[config.mk]
export PLATFORM = sky130hd
export DESIGN_NAME = ahb_lite_cmd_master
export DESIGN_NICKNAME = d
export VERILOG_FILES = /design/src/rtl/ahb_lite_cmd_master.sv
export SDC_FILE = /design/constraint.sdc
export NUM_CORES = 1
export LEC_CHECK = 0
export BUFFER_PORTS_ARGS = -buffer_cell sky130_fd_sc_hd__clkbuf_2
export CAP_MARGIN = 30
export CORE_MARGIN = 8
export CORE_UTILIZATION = 37
export DETAILED_ROUTE_END_ITERATION = 12
export PLACE_DENSITY = 0.65
export SYNTH_ARGS = -nofsm -noshare
export SYNTH_HDL_FRONTEND = slang
export SYNTH_SLANG_ARGS = --single-unit
[constraint.sdc]
create_clock -name HCLK -period 1.4 [get_ports HCLK]
set_input_delay 0.07 -clock HCLK [delete_from_list [all_inputs] [get_ports HCLK]]
set_output_delay 0.07 -clock HCLK [all_outputs]
set_load 0.01 [all_outputs]
[src/rtl/ahb_lite_cmd_master.sv]
// AHB-Lite single-beat initiator: valid/ready command stream in, in-order responses out.
// Optional AHB_MASTER_ERRCANCEL_EN: drop the pending address phase on an ERROR and report it as failed.
module ahb_lite_cmd_master #(
    parameter int          AW   = 32,
    parameter logic [3:0]  PROT = 4'b0011
) (
    input  logic          HCLK,
    input  logic          HRESET,
    input  logic          cmd_valid,
    output logic          cmd_ready,
    input  logic          cmd_write,
    input  logic [1:0]    cmd_size,
    input  logic [AW-1:0] cmd_addr,
    input  logic [31:0]   cmd_wdata,
    output logic          rsp_valid,
    output logic [31:0]   rsp_rdata,
    output logic          rsp_err,
    output logic          busy,
    output logic [31:0]   HADDR,
    output logic [1:0]    HTRANS,
    output logic          HWRITE,
    output logic [2:0]    HSIZE,
    output logic [2:0]    HBURST,
    output logic [3:0]    HPROT,
    output logic          HMASTLOCK,
    output logic [31:0]   HWDATA,
    input  logic [31:0]   HRDATA,
    input  logic          HREADY,
    input  logic          HRESP
);

    typedef struct packed {
        logic          vld;
        logic          write;
        logic [1:0]    size;
        logic [AW-1:0] addr;
        logic [31:0]   wdata;
    } a_slot_t;

    typedef struct packed {
        logic        vld;
        logic        write;
        logic [31:0] wdata;
    } d_slot_t;

    a_slot_t     a_q, a_d;
    d_slot_t     d_q, d_d;
    logic        rsp_valid_q, rsp_valid_d;
    logic        rsp_err_q, rsp_err_d;
    logic [31:0] rsp_rdata_q, rsp_rdata_d;
    logic        rdy_q, rdy_d;
    logic        cxl_q, cxl_d;

    logic        errfirst, cancel, accept, ready_w;
    logic [1:0]  size_n;
    logic [31:0] haddr_w;

    always_comb begin
        errfirst = d_q.vld && HRESP && !HREADY;
`ifdef AHB_MASTER_ERRCANCEL_EN
        cancel  = errfirst && a_q.vld;
        ready_w = rdy_q && !errfirst && (!a_q.vld || HREADY);
`else
        cancel  = 1'b0;
        ready_w = rdy_q && (!a_q.vld || (HREADY && !errfirst));
`endif
        accept = cmd_valid && ready_w;
        size_n = (cmd_size == 2'b11) ? 2'b10 : cmd_size;
    end

    always_comb begin
        a_d         = a_q;
        d_d         = d_q;
        cxl_d       = cxl_q;
        rdy_d       = 1'b1;
        rsp_valid_d = 1'b0;
        rsp_err_d   = 1'b0;
        rsp_rdata_d = 32'h0;

        if (HREADY) begin
            d_d.vld   = a_q.vld;
            d_d.write = a_q.write;
            d_d.wdata = a_q.wdata;
        end

        // An empty A slot may load even during a wait state (IDLE -> NONSEQ is legal).
        if (cancel)
            a_d.vld = 1'b0;
        else if (accept)
            a_d = '{vld: 1'b1, write: cmd_write, size: size_n, addr: cmd_addr, wdata: cmd_wdata};
        else if (HREADY)
            a_d.vld = 1'b0;

        // The erroring transfer reports first; the cancelled one follows a cycle later.
        if (d_q.vld && HREADY) begin
            rsp_valid_d = 1'b1;
            rsp_err_d   = HRESP;
            rsp_rdata_d = d_q.write ? 32'h0 : HRDATA;
        end else if (cxl_q) begin
            rsp_valid_d = 1'b1;
            rsp_err_d   = 1'b1;
            cxl_d       = 1'b0;
        end
        if (cancel)
            cxl_d = 1'b1;
    end

    always_ff @(posedge HCLK) begin
        if (HRESET) begin
            a_q         <= '0;
            d_q         <= '0;
            rsp_valid_q <= 1'b0;
            rsp_err_q   <= 1'b0;
            rsp_rdata_q <= 32'h0;
            rdy_q       <= 1'b0;
            cxl_q       <= 1'b0;
        end else begin
            a_q         <= a_d;
            d_q         <= d_d;
            rsp_valid_q <= rsp_valid_d;
            rsp_err_q   <= rsp_err_d;
            rsp_rdata_q <= rsp_rdata_d;
            rdy_q       <= rdy_d;
            cxl_q       <= cxl_d;
        end
    end

    always_comb begin
        haddr_w         = 32'h0;
        haddr_w[AW-1:0] = a_q.addr;
    end

    assign cmd_ready = ready_w;
    assign HADDR     = haddr_w;
    assign HTRANS    = a_q.vld ? 2'b10 : 2'b00;
    assign HWRITE    = a_q.write;
    assign HSIZE     = {1'b0, a_q.size};
    assign HBURST    = 3'b000;
    assign HPROT     = PROT;
    assign HMASTLOCK = 1'b0;
    assign HWDATA    = d_q.vld ? d_q.wdata : 32'h0;
    assign rsp_valid = rsp_valid_q;
    assign rsp_err   = rsp_err_q;
    assign rsp_rdata = rsp_rdata_q;
    assign busy      = a_q.vld || d_q.vld || rsp_valid_q;

endmodule

==> results of run 1 <==
-- metrics by stage --
stage               cells  worst slack, ps  power, mW  instance area, um2
floorplan             589              296       4.60                5320
detailed placement    894              223       4.85                6220
CTS                  1033            -19.1       9.97                8000
global route         1033            -36.8       10.3                8020
finish               1033             4.43       9.88                8020
global placement      894              258       4.84                6220
-- area by class of cell --
class | instances | area, um2
fill | 1210 | 5920
sequential | 137 | 2750
timing repair buffer | 329 | 2380
multi-input combinational | 354 | 2010
clock buffer | 20 | 447
tap | 180 | 225
clock inverter | 12 | 198
inverter | 1 | 3.75
-- critical path, stage by stage, from the launching register on --
cell     delay, ps
dfxtp_4        340
buf_8          110
or3_4          330
buf_6          130
-- worst paths after layout --
check                       end  startpoint  cells past startpoint
hold reg to reg         a_q[26]     a_q[26]                      2
setup reg to reg  rsp_rdata[31]     d_q[33]                      5
setup / recovery           busy     d_q[33]                      3
hold / removal        rsp_valid      HREADY                      3
-- cells in the final DEF (no fill, tap or decap), types with 3 or more instances in the layout --
cell	netlist	final
clkbuf_2	1	205
buf_12	0	8
o21ai_1	7	7
mux2i_1	34	34
a21oi_1	68	68
buf_6	3	4
dfxtp_1	137	135
and2_1	67	62
nor2_1	35	35
bufinv_16	0	5
conb_1	2	10
buf_4	47	9
clkbuf_16	0	17
clkinv_2	0	3
and2_4	0	4
dlygate4sd3_1	0	100
nand3_1	66	66
o21ai_0	60	60
-- layer usage --
metal	up-vias	global-route usage	wire length (um)
met2	208	0.291	7690
met3	20	0.0857	1800
met5	-	0	0
met1	2242	0.215	7080
li1	2421	-	-
met4	0	0.0672	267
-- what timing repair did --
item	4_1_cts	5_1_grt
gates cloned	3	0
endpoints found under the setup margin	17	25
endpoints found under the hold margin	100	0
buffers inserted	4	0
hold buffers	100	0
pin swaps	1	0
gates resized for setup	13	5
-- cells by family after synthesis --
kind of cell	Yosys count	synth area share
AND/OR/NAND/NOR	175	0.176
flip-flops	137	0.519
AO/OA/AOI/OAI	135	0.128
other	2	0.00142
multiplexers	34	0.0643
buffers and inverters	98	0.111
-- registers in the layout, summed over array words and instances, names as in the netlist --
signal,flops
rsp_rdata,32
rsp_valid,1
rsp_err,1
HADDR,32
a_q,33
HSIZE,2
rdy_q,1
HWRITE,1
d_q,34
-- power groups by stage --
stage | combinational, mW | clock (mW) | sequential [mW]
floorplan | 0.453 | 0 | 4.15
global placement | 0.675 | 0 | 4.16
detailed placement | 0.683 | 0 | 4.16
CTS | 0.942 | 4.95 | 4.08
global route | 1.04 | 5.13 | 4.09
finish | 0.953 | 4.85 | 4.08
==> run summary, run 1 <==
Worst Setup Path Type - reg -> out
Total vias in the final route - 4891
Slew Viols, Final - 0
H-Tree Depth - 4
Die extent in y - 136 um
Longest Clk Path Bufs - 2
Part of the total power dissipated in the clock network - 0.491
Buffers added on ports - 207
Register bit total from synthesis - 137
Initial cell density of the core - 0.380
Net Sw Power - 2.15 mW
Achievable frequency - 0.717 GHz
Later-pin clock latency in the skew report - 420 ps
Clock tree sinks - 137
Worst clock skew - 5.34 ps
Relative area change from synthesis to final layout - 51.6%
Final Routed Wirelength - 16800 um
Fraction of layout cells with a size suffix above 1 - 0.318
RSZ-0062 raised after global routing - true
R2R Setup Slk - 170 ps
Hold WC Path Type - in -> reg
Residual antenna-violating net count after detailed routing - 0
Initial antenna violation count - 0
Arrival @ worst endpoint - 1330 ps
Clock-pin transition on the worst setup and hold timing paths - 50 ps
Synthesis Warnings - 0
Leak - 3.65 nW
Critical Path End Type - output port
Final #Nets - 944
Global-route wire length before repair - 26900 um
Via density per instance - 4.73
Most frequently used flop master after synthesis - dfxtp_1
Gate power share - 0.096
Post-route setup TNS - 0 ps
Proportion of netlist area held by the largest area contributor - 0.519
Final-layout worst hold slack - 41.7 ps
Area enclosed by the die boundary - 18400 um2
Cell Rows - 43
Count of final setup violators - 0
Number of global-route vias before repair - 5106
Required arrival time at the worst endpoint - 1330 ps
Worst VDD drop - 0.671 mV
Power per cell area - 1230 nW/um2
Residual overflow from global routing - 0
Count of endpoints failing hold in the final timing report - 0
Avg WL per Cell - 16.3 um
Critical Path Start Type - register
Total iterations of the first detailed-routing run - 5
Placeable Area - 13900 um2
Design internal power - 7.73 mW
Fraction of power spent switching nets - 0.217
Fraction of the cycle the final worst path needs - 0.997
Tmin final - 1400 ps
Overall track demand over capacity in global routing - 0.185
Largest net degree at the start of global routing - 105
Fraction of registers with async set/reset - 0
Remaining routing DRC violations - 0
Cell type with the highest aggregate area in the netlist - dfxtp_1
Iteration-0 DRC count of the detailed router - 315
Synth Cell Area - 5290 um2
Cell count after synthesis - 581
Cell with the most instances after synthesis - dfxtp_1
Antenna diode count - 0
Count of boundary I/O pins - 218
Top post-synthesis cells by count - dfxtp_1 (137), a21oi_1 (68), and2_1 (67)
Proportion of synthesized chip area in sequential cells - 0.519
Number of buffers inserted during clock tree synthesis - 17
Mean post-synth cell area - 9.10 um2
Reported max-cap violation count - 0
Flop pwr share - 0.413
Number of flops mapped to enable cells by yosys - 0
TritonCTS clock tree - built
Cells taking the most area after synthesis - dfxtp_1 (52%), and2_1 (7.9%), buf_4 (6.7%)
Maximum fanout along the worst path - 2
Clock root buffer - clkbuf_16
DPL Wire Length - 10100 um
GP Congestion - 0.716
Die X-Extent - 136 um
Run status - completed
Yosys cell types - 22
Share of the core filled with cells in the final layout - 0.575
(Power assumes the default switching activity.)
==> inputs of run 2 (changes only) <==
--- a/config.mk
+++ b/config.mk
@@ -11,6 +11,7 @@
 export CORE_UTILIZATION = 37
 export DETAILED_ROUTE_END_ITERATION = 12
 export PLACE_DENSITY = 0.65
+export SETUP_SLACK_MARGIN = 0.5
 export SYNTH_ARGS = -nofsm -noshare
 export SYNTH_HDL_FRONTEND = slang
 export SYNTH_SLANG_ARGS = --single-unit
==> run summary, run 2 (synthesized netlist as in run 1, its figures left out) <==
Run status - complete, but fails checks (was completed)
Violations in the final reports - setup timing
Overall track demand over capacity in global routing - 0.194 (was 0.185)
Leak - 4.27 nW (was 3.65 nW)
Number of global-route vias before repair - 5467 (was 5106)
Maximum fanout along the worst path - 6 (was 2)
Slew Viols, Final - 0 (unchanged)
Clock root buffer - clkbuf_16 (unchanged)
Register bank with the most flops - d_q (unchanged)
Gate power share - 0.135 (was 0.096)
Count of endpoints failing hold in the final timing report - 0 (unchanged)
Initial antenna violation count - 1 (was 0)
Slew @ Worst Pin - 530 ps
Global-route wire length before repair - 28100 um (was 26900 um)
Worst VDD drop - 0.740 mV (was 0.671 mV)
Net Sw Power - 2.48 mW (was 2.15 mW)
Share of the core filled with cells in the final layout - 0.711 (was 0.575)
Reported max-cap violation count - 0 (unchanged)
Power per cell area - 1010 nW/um2 (was 1230 nW/um2)
Flop pwr share - 0.413 (about the same)
Ordered cell list for the critical path - buf_6 -> nor2b_4 -> buf_12 -> buf_8 -> buf_12 -> o21ai_2 -> a21oi_1 (was buf_8 -> or3_4 -> buf_6)
Worst Setup Path Type - reg -> reg (was reg -> out)
Post-placement setup slack - 119 ps (was 223 ps)
Clock tree sinks - 137 (unchanged)
Clock-pin transition on the worst setup and hold timing paths - 60 ps (was 50 ps)
GP Congestion - 0.736 (was 0.716)
Leading cell type in the layout, fill and taps excluded - clkbuf_2 (unchanged)
Largest net degree at the start of global routing - 46 (was 105)
Achievable frequency - 0.697 GHz (was 0.717 GHz)
Buffers added on ports - 207 (unchanged)
Via density per instance - 5.06 (was 4.73)
Critical Path Max Stage Delay - 390 ps (was 340 ps)
Total vias in the final route - 5471 (was 4891)
Part of the total power dissipated in the clock network - 0.452 (was 0.491)
Worst slew margin relative to its limit - 0.647
Remaining routing DRC violations - 0 (unchanged)
Initial cell density of the core - 0.380 (unchanged)
Die extent in y - 136 um (unchanged)
Number of inserted filler cells in the final layout - 920 (was 1210)
Design internal power - 7.50 mW (was 7.73 mW)
Required arrival time at the worst endpoint - 1720 ps (was 1330 ps)
Tmin final - 1440 ps (was 1400 ps)
Residual antenna-violating net count after detailed routing - 0 (unchanged)
Worst clock skew - 13.2 ps (was 5.34 ps)
Cell count of the worst hold path - 2 (was 3)
Max reg flops - 34 (unchanged)
Iteration-0 DRC count of the detailed router - 334 (was 315)
Cell repeated most along the worst path - buf_12
Longest Clk Path Bufs - 2 (unchanged)
Start point of the worst hold path - HRESET (was HREADY)
Final #Nets - 991 (was 944)
Number of cells on the worst reg-to-reg path - 7 (was 5)
Count of final setup violators - 1 (was 0)
Hold WC Path Type - in -> reg (unchanged)
Total iterations of the first detailed-routing run - 4 (was 5)
Critical Path Start Type - register (unchanged)
Registers with the most flip-flops - d_q: 34 flops, a_q: 33 flops (unchanged)
Highest-count cells in the layout ignoring fill and taps - clkbuf_2 (107), dlygate4sd3_1 (100), buf_6 (80) (was clkbuf_2 (205), dfxtp_1 (135), dlygate4sd3_1 (100))
Critical path startpoint - a_q[67] (was d_q[33])
Number of buffers inserted during clock tree synthesis - 17 (unchanged)
Fraction of power spent switching nets - 0.248 (was 0.217)
DPL Wire Length - 10400 um (was 10100 um)
Count of boundary I/O pins - 218 (unchanged)
Placeable Area - 13900 um2 (unchanged)
Area enclosed by the die boundary - 18400 um2 (unchanged)
Final setup margin - -35.4 ps (was 4.43 ps)
Fraction of layout cells with a size suffix above 1 - 0.573 (was 0.318)
Cell Rows - 43 (unchanged)
Final Routed Wirelength - 21900 um (was 16800 um)
Arrival @ worst endpoint - 1760 ps (was 1330 ps)
TritonCTS clock tree - built (unchanged)
Later-pin clock latency in the skew report - 420 ps (about the same)
Startpoint of the most critical register-to-register path - a_q[67] (was d_q[33])
Critical-path top delay cell - dfxtp_4 (unchanged)
Critical Path End Type - register (was output port)
Avg WL per Cell - 20.3 um (was 16.3 um)
H-Tree Depth - 4 (unchanged)
Relative area change from synthesis to final layout - 87.3% (was 51.6%)
Fraction of the cycle the final worst path needs - 1.03 (was 0.997)
RSZ-0062 raised after global routing - true (unchanged)
Residual overflow from global routing - 0 (unchanged)
Die X-Extent - 136 um (unchanged)
-- run 2: changes by cell type in the layout (fill, tap and decap cells not counted), moves of 22 or more --
cell and delta:
and2_4 +51, o21ai_2 +36, clkbuf_2 -98, dfxtp_1 -56, and2_1 -51, buf_4 +22, a21oi_2 +26, a21oi_1 -26
buf_6 +76, o21ai_0 -55, dfxtp_2 +54
-- run 2: cell type report --
cell class / instances / area, um2 / share of cell area
inverter: 1 / 3.75 / 0.000379
timing repair buffer: 376 / 3610 / 0.364
antenna: 1 / 2.50 / 0.000253
sequential: 137 / 2830 / 0.285
multi-input combinational: 354 / 2640 / 0.267
clock buffer: 20 / 457 / 0.0461
clock inverter: 12 / 143 / 0.0144
tap: 180 / 225 / 0.0227
-- run 2: final timing paths --
check,to,slack [ps]
hold reg to reg,HADDR[2],460
setup reg to reg,HADDR[13],-40
hold / removal,d_q[33],60
setup / recovery,HADDR[13],-40
-- run 2: what timing repair did --
item	CTS	global route
setup endpoints to repair	206	205
hold endpoints to repair	100	0
pin swaps	19	101
setup buffers	16	22
hold buffers	100	0
resized for setup	93	385
gates cloned	8	9
-- run 2: metrics by stage --
stage / setup TNS [ps] / cells / power [mW] / hold slack [ps] / instance area (um2)
2_1_floorplan: 0 / 589 / 4.63 / 192 / 5400
3_3_place_gp: 0 / 893 / 4.82 / 272 / 6210
3_5_place_dp: 0 / 893 / 4.85 / 276 / 6210
4_1_cts: 0 / 1049 / 9.66 / 2.53 / 8420
5_1_grt: -228 / 1081 / 10.3 / 80.2 / 9910
6_report: -35.4 / 1081 / 9.98 / 56.3 / 9910
-- run 2: critical path: cells and delay by family (launching register included) --
family | cells | cell delay, ps
AO/OA/AOI/OAI | 2 | 260
buffers and inverters | 4 | 510
flip-flops | 1 | 390
AND/OR/NAND/NOR | 1 | 190
-- run 2: power by group through the flow --
stage / logic (mW) / registers, mW / clock network, mW
after global routing: 1.42 / 4.13 / 4.75
after floorplan: 0.479 / 4.15 / 0
after CTS: 1.01 / 4.09 / 4.56
after global placement: 0.662 / 4.16 / 0
final: 1.35 / 4.12 / 4.51
after detailed placement: 0.678 / 4.17 / 0
-- run 2: routing by layer --
| metal | track usage | vias to the layer above | wire (um) |
|---|---|---|---|
| li1 | - | 2536 | - |
| met1 | 0.213 | 2629 | 8230 |
| met2 | 0.334 | 251 | 11500 |
| met3 | 0.0619 | 55 | 1370 |
| met4 | 0.0895 | 0 | 781 |
| met5 | 0 | - | 0 |
